File: config.mk
export PLATFORM = sky130hd
export DESIGN_NAME = cdb_arbiter
export DESIGN_NICKNAME = d
export VERILOG_FILES = /design/src/rtl/cdb_arbiter_pkg.sv /design/src/rtl/cdb_fifo.sv /design/src/rtl/cdb_arbiter.sv
export SDC_FILE = /design/constraint.sdc
export NUM_CORES = 1
export LEC_CHECK = 0
export CORE_MARGIN = 1.5
export CORE_UTILIZATION = 55
export CTS_BUF_LIST = sky130_fd_sc_hd__clkbuf_16
export DETAILED_ROUTE_END_ITERATION = 6
export PLACE_DENSITY = 0.8
export SETUP_SLACK_MARGIN = 0.2
export SYNTH_ARGS = -nofsm -noshare
export SYNTH_HDL_FRONTEND = slang
export SYNTH_SLANG_ARGS = --single-unit
File: constraint.sdc
create_clock -name clk -period 5.9 [get_ports clk]
set_input_delay 1.18 -clock clk [delete_from_list [all_inputs] [get_ports clk]]
set_output_delay 1.18 -clock clk [all_outputs]
set_load 0.02 [all_outputs]
File: src/rtl/cdb_arbiter_pkg.sv
// ============================================================================
// cdb_arbiter_pkg : shared widths and source-id encoding for the CDB arbiter
// Revision 1.0 - initial release
// ============================================================================
`default_nettype none

package cdb_arbiter_pkg;

  localparam int ROB_SIZE_WIDTH = 4;
  localparam int CDB_VALUE_W    = 32;

  typedef enum logic {
    SRC_ALU = 1'b0,
    SRC_LSB = 1'b1
  } src_e;

endpackage

`default_nettype wire

File: src/rtl/cdb_fifo.sv
// ============================================================================
// cdb_fifo : {tag, value} result queue with push, pop and synchronous flush
// Revision 1.0 - initial release
// ============================================================================
`default_nettype none

module cdb_fifo #(
  parameter int TAG_W   = 4,
  parameter int VALUE_W = 32,
  parameter int DEPTH   = 2
) (
  input  logic               clk,
  input  logic               rst,
  input  logic               flush,
  input  logic               push,
  input  logic [TAG_W-1:0]   push_tag,
  input  logic [VALUE_W-1:0] push_value,
  input  logic               pop,
  output logic [TAG_W-1:0]   head_tag,
  output logic [VALUE_W-1:0] head_value,
  output logic               full,
  output logic               empty
);

  localparam int PTR_W = $clog2(DEPTH);
  localparam int CNT_W = PTR_W + 1;

  logic [TAG_W-1:0]   tag_mem   [DEPTH];
  logic [VALUE_W-1:0] value_mem [DEPTH];
  logic [PTR_W-1:0]   head;
  logic [PTR_W-1:0]   tail;
  logic [CNT_W-1:0]   count;

  // DEPTH is a power of two, so pointers wrap by natural overflow
  always_ff @(posedge clk) begin
    if (rst || flush) begin
      head  <= '0;
      tail  <= '0;
      count <= '0;
    end else begin
      if (push) tail <= tail + PTR_W'(1);
      if (pop)  head <= head + PTR_W'(1);
      case ({push, pop})
        2'b10:   count <= count + CNT_W'(1);
        2'b01:   count <= count - CNT_W'(1);
        default: count <= count;
      endcase
    end
  end

  always_ff @(posedge clk) begin
    if (push) begin
      tag_mem[tail]   <= push_tag;
      value_mem[tail] <= push_value;
    end
  end

  assign head_tag   = tag_mem[head];
  assign head_value = value_mem[head];
  assign full       = (count == CNT_W'(DEPTH));
  assign empty      = (count == '0);

endmodule

`default_nettype wire

File: src/rtl/cdb_arbiter.sv
// ============================================================================
// cdb_arbiter : round-robin arbitration of ALU and LSB results onto the CDB
// Revision 1.0 - initial release
// ============================================================================
`default_nettype none

module cdb_arbiter
  import cdb_arbiter_pkg::*;
#(
  parameter int ROB_W  = ROB_SIZE_WIDTH,
  parameter int QDEPTH = 2
) (
  input  logic                   clk,
  input  logic                   rst,
  input  logic                   rdy,
  input  logic                   clear,
  input  logic                   alu_valid,
  input  logic [ROB_W-1:0]       alu_rob_id,
  input  logic [CDB_VALUE_W-1:0] alu_value,
  output logic                   alu_ready,
  input  logic                   lsb_valid,
  input  logic [ROB_W-1:0]       lsb_rob_id,
  input  logic [CDB_VALUE_W-1:0] lsb_value,
  output logic                   lsb_ready,
  output logic                   cdb_valid,
  output logic [ROB_W-1:0]       cdb_rob_id,
  output logic [CDB_VALUE_W-1:0] cdb_value
);

  logic                   alu_full, alu_empty, lsb_full, lsb_empty;
  logic [ROB_W-1:0]       alu_head_tag, lsb_head_tag;
  logic [CDB_VALUE_W-1:0] alu_head_value, lsb_head_value;
  logic                   flush, alu_push, lsb_push, alu_pop, lsb_pop;
  logic                   grant;
  src_e                   grant_src;
  src_e                   last_grant;

  // Readiness comes from the registered count only, never a same-cycle pop
  assign alu_ready = !alu_full;
  assign lsb_ready = !lsb_full;
  assign flush     = rdy && clear;
  assign alu_push  = rdy && !clear && alu_valid && alu_ready;
  assign lsb_push  = rdy && !clear && lsb_valid && lsb_ready;
  assign alu_pop   = grant && (grant_src == SRC_ALU);
  assign lsb_pop   = grant && (grant_src == SRC_LSB);

  always_comb begin
    grant     = 1'b0;
    grant_src = SRC_ALU;
    if (rdy && !clear) begin
      if (!alu_empty && !lsb_empty) begin
        grant     = 1'b1;
        grant_src = (last_grant == SRC_ALU) ? SRC_LSB : SRC_ALU;
      end else if (!alu_empty) begin
        grant     = 1'b1;
        grant_src = SRC_ALU;
      end else if (!lsb_empty) begin
        grant     = 1'b1;
        grant_src = SRC_LSB;
      end
    end
  end

  always_ff @(posedge clk) begin
    if (rst) begin
      cdb_valid  <= 1'b0;
      cdb_rob_id <= '0;
      cdb_value  <= '0;
      last_grant <= SRC_ALU;
    end else if (rdy) begin
      if (clear) begin
        cdb_valid  <= 1'b0;
        last_grant <= SRC_ALU;
      end else if (grant) begin
        cdb_valid  <= 1'b1;
        cdb_rob_id <= (grant_src == SRC_ALU) ? alu_head_tag : lsb_head_tag;
        cdb_value  <= (grant_src == SRC_ALU) ? alu_head_value : lsb_head_value;
        last_grant <= grant_src;
      end else begin
        cdb_valid  <= 1'b0;
      end
    end
  end

  cdb_fifo #(
    .TAG_W   (ROB_W),
    .VALUE_W (CDB_VALUE_W),
    .DEPTH   (QDEPTH)
  ) u_alu_fifo (
    .clk        (clk),
    .rst        (rst),
    .flush      (flush),
    .push       (alu_push),
    .push_tag   (alu_rob_id),
    .push_value (alu_value),
    .pop        (alu_pop),
    .head_tag   (alu_head_tag),
    .head_value (alu_head_value),
    .full       (alu_full),
    .empty      (alu_empty)
  );

  cdb_fifo #(
    .TAG_W   (ROB_W),
    .VALUE_W (CDB_VALUE_W),
    .DEPTH   (QDEPTH)
  ) u_lsb_fifo (
    .clk        (clk),
    .rst        (rst),
    .flush      (flush),
    .push       (lsb_push),
    .push_tag   (lsb_rob_id),
    .push_value (lsb_value),
    .pop        (lsb_pop),
    .head_tag   (lsb_head_tag),
    .head_value (lsb_head_value),
    .full       (lsb_full),
    .empty      (lsb_empty)
  );

endmodule

`default_nettype wire

* Word-level counts from Yosys, hierarchy flattened
Memories as Yosys holds them, arrays and structs flattened. A register that Yosys moved wholly into a read port is not among the register bits.
Index checks and enable logic that the tools add are counted.
** Storage, ports and cells
- Register bits :: 46
- Bits in writable memories :: 144
- Output and inout port bits :: 39
- Memories kept :: 4
** Cells by class
- $add $sub $neg :: 8
- Eq/ne operators :: 6
- Multiplexer cells :: 28
- Bitwise logic cells :: 2
- Reduce and logical (&&, ||, !) cells :: 22
** Memory list
- u_alu_fifo.value_mem :: depth 2, width 32, rd ports 1, clocked after Yosys merged registers in 1, write ports 1, RTL line cdb_fifo.sv:29 : logic [VALUE_W-1:0] value_mem [DEPTH];
- u_lsb_fifo.value_mem :: depth 2, width 32, rd ports 1, clocked after Yosys merged registers in 1, write ports 1, RTL line cdb_fifo.sv:29
- u_alu_fifo.tag_mem :: depth 2, width 4, rd ports 1, clocked after Yosys merged registers in 1, write ports 1, RTL line cdb_fifo.sv:28 : logic [TAG_W-1:0] tag_mem [DEPTH];
- u_lsb_fifo.tag_mem :: depth 2, width 4, rd ports 1, clocked after Yosys merged registers in 1, write ports 1, RTL line cdb_fifo.sv:28
** Operator list (count)
- two-way mux 32 bit :: 1
- two-way mux 1 bit :: 24
- logical AND 1 bit :: 9
- equality test 2 bit (second input constant) :: 4
- one-hot mux 2 bit (2 select lines) :: 2
- nonzero test 2 bit :: 3
- zero test 1 bit :: 5
- adder 1 bit (second input constant) :: 4
- adder 2 x 1 -> 2 bit (second input constant) :: 2
- equality test 2 x 1 -> 1 bit (second input constant) :: 2
- zero test 2 bit :: 2
- two-way mux 4 bit :: 1
- subtractor 2 x 1 -> 2 bit (second input constant) :: 2
- AND reduction 3 bit :: 1
- inverter 1 bit :: 2
- AND reduction 2 bit :: 1
- logical OR 1 bit :: 1

* Logic depth before layout (Yosys ltp)
Gate-level depths: netlist of the first run.
- Depth after elaboration :: 9
- Depth in mapped cells :: 9
- Mapped depth without buffers :: 7

* Modules after synthesis
A second synthesis of the first run with hierarchy kept.
** Second synthesis, totals
- Cell total of the unflattened synthesis :: 502
- Area total of the unflattened synthesis :: 7631.1 µm²
** Modules (own cells, without submodules)
- cdb_fifo :: times used 2, cells an instance 134, area each 2800.2 µm², seq. area each 2262.2 µm²
- cdb_arbiter :: times used 1, cells an instance 234, area each 2030.7 µm², seq. area each 760.7 µm²

* Worst setup path after synthesis of the first run
OpenSTA, ideal clock, no wires.
- Path type :: in2reg
- Start :: input port clear
- End :: memory u_lsb_fifo.tag_mem[0][0], enable pin
- Setup time :: 0.429 ns
- Data arrival time :: 3.146 ns
- Data required time :: 5.471 ns
- Setup slack :: 2.325 ns
- Cell stages on the path :: 3
- Buffers on the path :: 0
- Path through :: and2b_2 > nand3_1 > nor2_1
** Between the ends
- Cells in the longest elaborated chain, start to end :: 6
** Ends and longest elaborated chain
- from (decl) :: RTL line cdb_arbiter.sv:16 : input logic clear,
- zero test 1 bit :: RTL line cdb_arbiter.sv:43 : assign lsb_push = rdy && !clear && lsb_valid && lsb_ready;
- logical AND 1 bit (3 in a row) :: RTL line cdb_arbiter.sv:43
- two-way mux 1 bit :: RTL line cdb_fifo.sv:52 : if (push) begin
- two-way mux 1 bit (implied by the code) :: RTL line cdb_fifo.sv:53 : tag_mem[tail] <= push_tag;
- to (decl) :: RTL line cdb_fifo.sv:28
No other way between the ends.

* Final worst setup path of the first run
- Start :: input port rdy
- End :: register u_lsb_fifo.count[1]
** Between the ends
- Cells in the longest elaborated chain, start to end :: 5
- Elaborated cells between the ends (all ways) :: 12
- Classes of those cells :: eq/ne (2); mux (3); reduce/logical (7)
** Ends and longest elaborated chain
- from (decl) :: RTL line cdb_arbiter.sv:15 : input logic rdy,
- logical AND 1 bit :: RTL line cdb_arbiter.sv:43, cdb_arbiter.sv:50
- two-way mux 1 bit / logical AND 1 bit (equally long branches) :: RTL line cdb_arbiter.sv:50, cdb_arbiter.sv:43
- logical AND 1 bit (on tied branches) :: RTL line cdb_arbiter.sv:45, cdb_arbiter.sv:43
- equality test 2 x 1 -> 1 bit / equality test 2 bit (equally long branches) :: RTL line cdb_fifo.sv:43 : case ({push, pop})
- one-hot mux 2 bit (2 select lines) / nonzero test 2 bit (equally long branches)
- to (signal assigned) :: RTL line cdb_fifo.sv:44 : 2'b10: count <= count + CNT_W'(1);
- to (signal assigned) :: RTL line cdb_fifo.sv:45 : 2'b01: count <= count - CNT_W'(1);
- to (signal assigned) :: RTL line cdb_fifo.sv:46 : default: count <= count;
- to (decl) :: RTL line cdb_fifo.sv:32 : logic [CNT_W-1:0] count;
Parallel ways exist; a longest one is shown, timed or not.
A chain may end at the register's enable or synchronous reset.

==> results of run 1 <==
-- how the worst max path moves through the flow --
stage               start                               endpoint  slack, ns  cells past startpoint
floorplan           clear     u_lsb_fifo.tag_mem[0][0]$_DFFE_PP_       2.32                      3
global placement      rdy  u_alu_fifo.value_mem[0][11]$_DFFE_PP_       2.45                      4
detailed placement    rdy  u_alu_fifo.value_mem[0][11]$_DFFE_PP_       2.35                      4
CTS                   rdy  u_alu_fifo.value_mem[0][11]$_DFFE_PP_       2.80                      4
global route          rdy       u_lsb_fifo.count[1]$_SDFFE_PP0P_       2.66                      7
finish                rdy       u_lsb_fifo.count[1]$_SDFFE_PP0P_       2.79                      7
-- critical path: stages --
cell and delay [ns]:
clkdlybuf4s50_1 0.50, and2b_2 0.22, nand3b_1 0.12, inv_2 0.52, ha_1 0.39, or3_1 0.38, a21oi_1 0.14
-- layer usage --
layer / share of wire, % / track usage, % / up-vias
li1: - / - / 1915
met1: 39 / 28.1 / 2023
met2: 52 / 37.7 / 192
met3: 7.2 / 5.05 / 25
met4: 2.0 / 8.11 / 0
met5: 0 / 0 / -
-- per-stage QoR --
step | instance area (µm²) | setup WS [ns] | instances
after global placement | 8390 | 2.45 | 713
after global routing | 9010 | 2.66 | 745
after floorplan | 7130 | 2.32 | 446
after detailed placement | 8390 | 2.35 | 713
after CTS | 9010 | 2.80 | 745
final | 9010 | 2.79 | 745
-- state kept, by name, summed over array words and instances, names as in the netlist, 2 cells and up, named ones only --
signal / cells
cdb_rob_id: 4
u_alu_fifo.count: 2
cdb_value: 32
u_lsb_fifo.count: 2
u_alu_fifo.tag_mem: 8
u_lsb_fifo.tag_mem: 8
u_lsb_fifo.value_mem: 64
u_alu_fifo.value_mem: 64
-- power by group through the flow --
stage	Combinational, W	Sequential [W]	Clock, W
floorplan	0.0000542	0.00152	0
global placement	0.000140	0.00152	0
detailed placement	0.000145	0.00152	0
CTS	0.000147	0.00149	0.00119
global route	0.000156	0.00149	0.00124
finish	0.000147	0.00149	0.00118
-- cells by family after synthesis --
logic type                 after synthesis  synth area share [%]
xor gates and xnor gates                 8                 0.983
adders and majority gates                2                 0.351
and+or+nand+nor                         99                  5.69
muxes                                   72                  10.1
DFF                                    192                  74.2
AOI/OAI and AO/OA                       45                  6.06
buffers and inverters                   28                  2.63
-- area by class of cell --
| cell class | count | area (µm²) | share of cell area (%) |
|---|---|---|---|
| inverter | 4 | 15.0 | 0.167 |
| clock inverter | 15 | 191 | 2.13 |
| multi-input combinational | 226 | 1690 | 18.7 |
| timing repair buffer | 119 | 1180 | 13.1 |
| clock buffer | 17 | 425 | 4.72 |
| tap | 172 | 215 | 2.39 |
| sequential | 192 | 5290 | 58.7 |
-- cells in the mapped netlist, drive strengths merged --
cell type / instances
a21oi: 4
a32o: 36
and2b: 2
buf: 23
clkbuf: 1
dfxtp: 48
edfxtp: 144
ha: 2
inv: 4
mux2i: 72
nand2: 73
nand2b: 4
nand3: 3
nand3b: 1
nor2: 14
o21ai: 3
o221ai: 1
o41ai: 1
or3: 2
xnor2: 5
xor2: 3
==> results by group, run 1 <==
Status
  – Status: finished clean

Setup path
  – CP Class: in -> reg
  – Worst R2R Start: u_lsb_fifo.count[0]$_SDFFE_PP0P_
  – Critical Path AT: 3.46 ns
  – WP data required: 6.25 ns
  – Reg2reg end: u_lsb_fifo.count[1]$_SDFFE_PP0P_
  – Critical path peak fanout: 38
  – Worst reg2reg path depth: 6
  – Crit. End Element: register
  – Reg2Reg Setup Slack: 3.61 ns
  – CP Launch Type: input port

Clocking
  – H-tree levels: 4
  – Root buffer cell: clkbuf_16
  – CTS tree: yes
  – Post-CTS sizing: 0
  – Num Clock Sinks: 192
  – Clock latency on the worst-skew pair: 0.42 ns
  – Post-CTS Setup Inserts: 0
  – Max clock buf depth: 2
  – CTS buffer count: 17
  – Worst-path clk slew: 0.06 ns
  – Hold_buf cts: 0

GRT
  – Initial antenna violation count: 0
  – First-pass GRT wire length: 21,700 µm
  – Largest net degree at the start of global routing: 39
  – Vias in the first global route: 4,080
  – Overflow after GRT: 0
  – All-Layer GR Usage: 22.1%

Power and ir drop
  – VDD IR max: 0.190 mV
  – Seq pwr share: 53.0%
  – Clk pwr share: 41.8%
  – Switch share: 19.7%
  – P_leak: 2.91 nW
  – Internal power: 0.00226 W
  – Tot Pwr: 0.00282 W
  – Pwr Density: 313 mW/mm²
  – Sw Pwr: 0.000555 W
  – Combinational Power Share: 5.2%

Route
  – Post-route ant nets: 0
  – # DRC: 0
  – Starting DRT DRC Count: 268
  – Via Count: 4,155
  – Vias/cell: 5.58
  – Drt pass-1 iters: 5
  – DR WL/cell: 19.6 µm
  – WL final: 14,600 µm

Cells and area
  – Ant diodes: 0
  – Commonest non-fill, non-tap cells in the layout: 144 x edfxtp_1, 116 x clkdlybuf4s50_1, 73 x nand2_1, 72 x mux2i_1, 46 x dfxtp_1
  – Fill cells: 834
  – Most common cell after layout, fill and taps aside: edfxtp_1
  – Nets@finish: 640
  – Layout cells sized above 1: 7.50%
  – Core Util, Final: 71.4%
  – Layout Area Growth over Synthesis: 26.4%

Logic synthesis
  – Post-Syn Area: 0.00713 mm²
  – Post-synthesis register bit count: 192
  – Synth top area share: 60.7%
  – Yosys top cell by area: edfxtp_1
  – Yosys warning total: 0
  – Syn_nets: 526
  – Synthesized instance count: 446
  – Largest cells by area after synthesis: edfxtp_1 61%, dfxtp_1 13%, mux2i_1 10%
  – Average size of a mapped cell: 16.0 µm²
  – Sequential area share after synthesis: 74.2%
  – Synth cell types: 26

Die
  – DIE WIDTH: 117 µm
  – Die ar.: 0.0136 mm²
  – Initial Util: 56.5%
  – Core area: 0.0126 mm²
  – Cell row count: 41
  – Top Ports: 117
  – Overall die height: 117 µm

Timing
  – Max Fclk: 322 MHz
  – WHS: 0.469 ns
  – Tmin final: 3.11 ns
  – Relative slew margins: 23.0%
  – Setup TNS: 0 ns
  – Endpoints failing setup: 0
  – Fin Clk Skew: 0.00664 ns
  – Worst slew pin tran: 1.15 ns
  – Period utilization: 52.6%
  – Fin. Hold Viols: 0
  – Max-slew violations: 0
  – RSZ-0062 raised after global routing: no

Placed design
  – IO buf count: 116
  – Final GP Congestion: 0.761
  – Detailed Place HPWL: 9180 µm

Worst hold path
  – Hold depth: 1
  – Min-delay src: cdb_value[17]$_SDFFE_PP0P_
  – Hold crit path type: reg -> reg
  – WHS Endpoint: cdb_value[17]$_SDFFE_PP0P_

Run
  – Max-Cap Viols: 0
Note: power is estimated with default switching activity, not from simulation.
==> inputs of run 2 (changes only) <==
--- a/config.mk
+++ b/config.mk
@@ -6,10 +6,10 @@
 export NUM_CORES = 1
 export LEC_CHECK = 0
 export CORE_MARGIN = 1.5
-export CORE_UTILIZATION = 55
+export CORE_UTILIZATION = 48
 export CTS_BUF_LIST = sky130_fd_sc_hd__clkbuf_16
 export DETAILED_ROUTE_END_ITERATION = 6
-export PLACE_DENSITY = 0.8
+export PLACE_DENSITY = 0.74
 export SETUP_SLACK_MARGIN = 0.2
 export SYNTH_ARGS = -nofsm -noshare
 export SYNTH_HDL_FRONTEND = slang
==> constraint.sdc (replaced) <==
create_clock -name clk -period 2.5 [get_ports clk]
set_input_delay 0.5 -clock clk [delete_from_list [all_inputs] [get_ports clk]]
set_output_delay 0.5 -clock clk [all_outputs]
set_load 0.02 [all_outputs]
==> run 2 against run 1 <==
Compared with the run above: first-iteration DRC count is 30% higher; final cell count is 2.8% higher; worst setup slack got worse by 2.5 ns; die area rose by 14%; via count shrank 2.8%; clock power grew 140%; clock skew rose by 0.00076 ns; utilization shrank 8.2 points.
==> results by group, run 2 (synthesized netlist as in run 1, its figures left out) <==
Setup path
  – Critical Path AT: 1.69 ns
  – Reg2Reg Setup Slack: 0.65 ns
  – CP Launch Type: register
  – Worst-path cell chain: nand2b_1 > clkdlybuf4s50_1
  – Crit. End Element: output pin
  – Worst R2R Start: u_lsb_fifo.count[0]$_SDFFE_PP0P_
  – WP data required: 2.00 ns
  – Worst reg2reg path depth: 6
  – Reg2reg end: u_alu_fifo.count[1]$_SDFFE_PP0P_
  – Crit path max-delay cell type: clkdlybuf4s50_1
  – Critical Path Max Stage Delay: 0.62 ns
  – CP Class: reg -> out
  – Critical path peak fanout: 5

GRT
  – First-pass GRT wire length: 22,200 µm
  – Initial antenna violation count: 1
  – Largest net degree at the start of global routing: 38
  – Overflow after GRT: 0
  – Vias in the first global route: 4,076
  – All-Layer GR Usage: 19.0%

Die
  – Overall die height: 125 µm
  – DIE WIDTH: 125 µm
  – Cell row count: 44
  – Top Ports: 117
  – Core area: 0.0145 mm²
  – Die ar.: 0.0156 mm²
  – Initial Util: 49.0%

Cells and area
  – Commonest non-fill, non-tap cells in the layout: 144 x edfxtp_1, 116 x clkdlybuf4s50_1, 73 x nand2_1, 72 x mux2i_1, 46 x dfxtp_1
  – Top Registers: u_alu_fifo.value_mem (64), u_lsb_fifo.value_mem (64), cdb_value (32)
  – Layout cells sized above 1: 8.95%
  – Multi-input gate area: 0.00169 mm²
  – Most common cell after layout, fill and taps aside: edfxtp_1
  – Fill cells: 1,067
  – Core Util, Final: 63.1%
  – Reg area: 0.00529 mm²
  – Nets@finish: 648
  – Post-Layout Cell Count: 766
  – Layout Area Growth over Synthesis: 28.8%

Power and ir drop
  – VDD IR max: 0.432 mV
  – P_leak: 2.98 nW
  – Pwr Density: 732 mW/mm²
  – Tot Pwr: 0.00672 W

Clocking
  – H-tree levels: 4
  – Post-CTS sizing: 0
  – Num Clock Sinks: 192
  – Max clock buf depth: 2
  – Worst-path clk slew: 0.07 ns
  – Root buffer cell: clkbuf_16
  – CTS tree: yes
  – Clock latency on the worst-skew pair: 0.43 ns
  – Post-CTS Setup Inserts: 0
  – CTS buffer count: 17
  – Hold_buf cts: 0

Timing
  – RSZ-0062 raised after global routing: no
  – Tmin final: 2.19 ns
  – PnR worst setup slack: 0.310 ns
  – Setup TNS: 0 ns
  – Max Fclk: 457 MHz
  – Relative slew margins: 37.5%
  – Worst slew pin tran: 0.935 ns
  – Endpoints failing setup: 0
  – Fin. Hold Viols: 0
  – Max-slew violations: 0
  – Fin Clk Skew: 0.00740 ns
  – Period utilization: 87.6%

Placed design
  – DP Cell Count: 733
  – Post-Place Setup Slack: 0.106 ns
  – Final GP Congestion: 0.794
  – Detailed Place HPWL: 9340 µm
  – IO buf count: 116

Worst hold path
  – Hold depth: 1
  – Hold crit path type: reg -> reg
  – WHS Endpoint: cdb_value[2]$_SDFFE_PP0P_
  – Min-delay src: cdb_value[2]$_SDFFE_PP0P_

Route
  – Via Count: 4,038
  – Post-route ant nets: 0
  – Vias/cell: 5.27
  – WL final: 14,400 µm
  – # DRC: 0
  – DR WL/cell: 18.8 µm
  – Starting DRT DRC Count: 349
  – Drt pass-1 iters: 5

Status
  – Status: finished clean

Run
  – Max-Cap Viols: 0
## run 2: changes by cell type in the layout (fill, tap and decap cells not counted), moves of 2 or more
| cell | before | now |
|---|---|---|
| clkinv_1 | 2 | 0 |
| clkinv_4 | 1 | 3 |
| clkinv_2 | 3 | 0 |
| buf_12 | 0 | 6 |
| buf_4 | 3 | 5 |
| inv_6 | 2 | 4 |
## run 2: layout make-up
cell class                      count  area share, %
Antenna cell                        1         0.0273
Clock buffer                       17           4.64
Multi-Input combinational cell    226           18.4
Sequential cell                   192           57.6
Inverter                            4          0.164
Clock inverter                     15           2.26
Timing Repair Buffer              127           14.4
Tap cell                          184           2.51
## run 2: how the worst max path moves through the flow
stage | startpoint | cells after the start | to
3_5_place_dp | rdy | 5 | cdb_value[14]$_SDFFE_PP0P_
3_3_place_gp | rdy | 5 | cdb_value[8]$_SDFFE_PP0P_
2_1_floorplan | clear | 3 | u_lsb_fifo.tag_mem[1][0]$_DFFE_PP_
6_report | u_lsb_fifo.count[0]$_SDFFE_PP0P_ | 2 | lsb_ready
5_1_grt | u_lsb_fifo.count[0]$_SDFFE_PP0P_ | 2 | lsb_ready
4_1_cts | u_lsb_fifo.count[0]$_SDFFE_PP0P_ | 2 | lsb_ready
## run 2: critical path, delay by kind of cell (launching register included)
family | cells | cell delay, ns
flip-flops | 1 | 0.47
buffers and inverters | 1 | 0.62
AND/OR/NAND/NOR | 1 | 0.18
## run 2: through the flow
stage                     hold WS (ns)  instance area, µm²
after floorplan                  0.451                7140
after global placement           0.450                8540
after detailed placement         0.456                8540
after CTS                        0.472                9170
after global routing             0.481                9170
final                            0.471                9180
## run 2: routing by layer
metal | share of wire [%] | vias to the layer above | wire length, µm | track usage [%]
met1 | 43 | 1979 | 6190 | 24.7
li1 | - | 1926 | - | -
met4 | 2.1 | 0 | 303 | 7.95
met5 | 0 | - | 0 | 0
met2 | 50 | 113 | 7250 | 30.4
met3 | 4.7 | 20 | 673 | 5.33
## run 2: where the power goes
group          leakage, nW  internal [W]  switching, W
Clock                0.302       0.00169       0.00116
Sequential            1.70       0.00349     0.0000281
Combinational        0.979      0.000191      0.000164
Total                 2.98       0.00537       0.00135
==> inputs of run 3 (changes only) <==
--- a/config.mk
+++ b/config.mk
@@ -6,10 +6,10 @@
 export NUM_CORES = 1
 export LEC_CHECK = 0
 export CORE_MARGIN = 1.5
-export CORE_UTILIZATION = 48
+export CORE_UTILIZATION = 53
 export CTS_BUF_LIST = sky130_fd_sc_hd__clkbuf_16
 export DETAILED_ROUTE_END_ITERATION = 6
-export PLACE_DENSITY = 0.74
+export PLACE_DENSITY = 0.77
 export SETUP_SLACK_MARGIN = 0.2
 export SYNTH_ARGS = -nofsm -noshare
 export SYNTH_HDL_FRONTEND = slang
==> constraint.sdc (replaced) <==
create_clock -name clk -period 2.3 [get_ports clk]
set_input_delay 0.46 -clock clk [delete_from_list [all_inputs] [get_ports clk]]
set_output_delay 0.46 -clock clk [all_outputs]
set_load 0.02 [all_outputs]
==> run 3 against run 2 <==
Compared with the run above: die area shrank 9.2%; sequential share of layout area shrank 0.29 points; sequential cell count unchanged; combinational power rose by 14%; total power rose by 6.8%; critical endpoint unchanged; global-route usage up 3.2 points; final cell count down 0.39%; via count grew 4.4%; highest routed layer unchanged; clock skew up 0.0032 ns.
==> results by group, run 3 (synthesized netlist as in run 1, its figures left out) <==
Timing
  – Relative slew margins: 39.0%
  – Tmin final: 2.05 ns
  – RSZ-0062 raised after global routing: no
  – Worst slew pin tran: 0.912 ns
  – Max Fclk: 487 MHz
  – PnR worst setup slack: 0.247 ns
  – Fin Clk Skew: 0.0106 ns
  – Endpoints failing setup: 0
  – Period utilization: 89.3%
  – Fin. Hold Viols: 0
  – Max-slew violations: 0

Clocking
  – Post-CTS sizing: 2
  – Root buffer cell: clkbuf_16
  – Clock latency on the worst-skew pair: 0.43 ns
  – Post-CTS Setup Inserts: 0
  – Worst-path clk slew: 0.06 ns
  – Num Clock Sinks: 192
  – Hold_buf cts: 0
  – CTS buffer count: 17
  – CTS tree: yes
  – H-tree levels: 4
  – Max clock buf depth: 2

GRT
  – First-pass GRT wire length: 23,300 µm
  – Initial antenna violation count: 0
  – Largest net degree at the start of global routing: 38
  – All-Layer GR Usage: 22.2%
  – Vias in the first global route: 4,218
  – Overflow after GRT: 0

Route
  – Via Count: 4,214
  – Starting DRT DRC Count: 312
  – Vias/cell: 5.52
  – # DRC: 0
  – DR WL/cell: 19.9 µm
  – WL final: 15,100 µm
  – Post-route ant nets: 0
  – Drt pass-1 iters: 4

Setup path
  – Crit path max-delay cell type: clkdlybuf4s50_1
  – WP data required: 1.84 ns
  – Worst path bufs/invs: 1
  – Critical Path Max Stage Delay: 0.61 ns
  – CP Launch Type: register
  – Critical path peak fanout: 5
  – Crit path max-delay family: buffers and inverters
  – Crit. End Element: output pin
  – Worst-path cell chain: nand2b_1 > clkdlybuf4s50_1
  – Critical Path AT: 1.59 ns
  – CP Class: reg -> out

Cells and area
  – Layout Area Growth over Synthesis: 29.5%
  – Top Registers: u_alu_fifo.value_mem (64), u_lsb_fifo.value_mem (64), cdb_value (32)
  – Ant diodes: 0
  – Multi-input gate area: 0.00169 mm²
  – Commonest non-fill, non-tap cells in the layout: 144 x edfxtp_1, 115 x clkdlybuf4s50_1, 73 x nand2_1, 72 x mux2i_1, 44 x dfxtp_1
  – Most common cell after layout, fill and taps aside: edfxtp_1
  – Nets@finish: 654
  – Layout cells sized above 1: 9.37%
  – Reg area: 0.00529 mm²
  – Post-Layout Cell Count: 763
  – Core Util, Final: 69.9%
  – Fill cells: 878

Status
  – Status: finished clean

Die
  – DIE WIDTH: 119 µm
  – Core area: 0.0132 mm²
  – Die ar.: 0.0141 mm²
  – Initial Util: 54.0%
  – Top Ports: 117
  – Cell row count: 42
  – Overall die height: 119 µm

Power and ir drop
  – P_leak: 3.01 nW
  – Pwr Density: 778 mW/mm²
  – VDD IR max: 0.420 mV

Placed design
  – Final GP Congestion: 0.775
  – DP Cell Count: 731
  – IO buf count: 116
  – Detailed Place HPWL: 9480 µm
  – Post-Place Setup Slack: -0.0794 ns

Run
  – Max-Cap Viols: 0

Worst hold path
  – Hold crit path type: reg -> reg
## run 3: report_power, final
group / internal, W / total, W / switching, W
logic: 0.000217 / 0.000402 / 0.000185
registers: 0.00379 / 0.00382 / 0.0000308
clock network: 0.00175 / 0.00295 / 0.00121
## run 3: metal layers
layer,vias to the layer above,part of all wire [%],routed length (µm),GRT usage (%)
li1,1943,-,-,-
met1,2096,42,6430,29.0
met2,142,50,7580,36.7
met3,33,5.2,781,4.50
met4,0,2.3,355,9.26
met5,-,0,0,0
## run 3: final cells by class
type | count | share of cell area (%)
well taps | 176 | 2.39
inverters | 4 | 0.163
flip-flops and latches | 192 | 57.3
clock buffers | 18 | 4.88
clock inverters | 14 | 1.59
multi-input cells | 226 | 18.3
repair buffers | 133 | 15.4
## run 3: worst paths after layout
check	from	end	slack, ns	depth (start not counted)
worst min-delay path	cdb_value[29]$_SDFFE_PP0P_	cdb_value[29]$_SDFFE_PP0P_	0.47	1
worst min register to register	cdb_value[29]$_SDFFE_PP0P_	cdb_value[29]$_SDFFE_PP0P_	0.47	1
worst max register to register	u_lsb_fifo.count[1]$_SDFFE_PP0P_	cdb_value[0]$_SDFFE_PP0P_	0.57	6
worst max-delay path	u_lsb_fifo.count[0]$_SDFFE_PP0P_	lsb_ready	0.25	2
## run 3: per-stage QoR
step / power (W) / hold slack, ns / cell area, µm² / TNS, ns
after global placement: 0.00428 / 0.451 / 8620 / 0
after floorplan: 0.00405 / 0.451 / 7140 / -1.00
after global routing: 0.00738 / 0.489 / 9230 / 0
after CTS: 0.00721 / 0.472 / 9220 / 0
final: 0.00718 / 0.471 / 9230 / 0
after detailed placement: 0.00430 / 0.457 / 8620 / -1.02
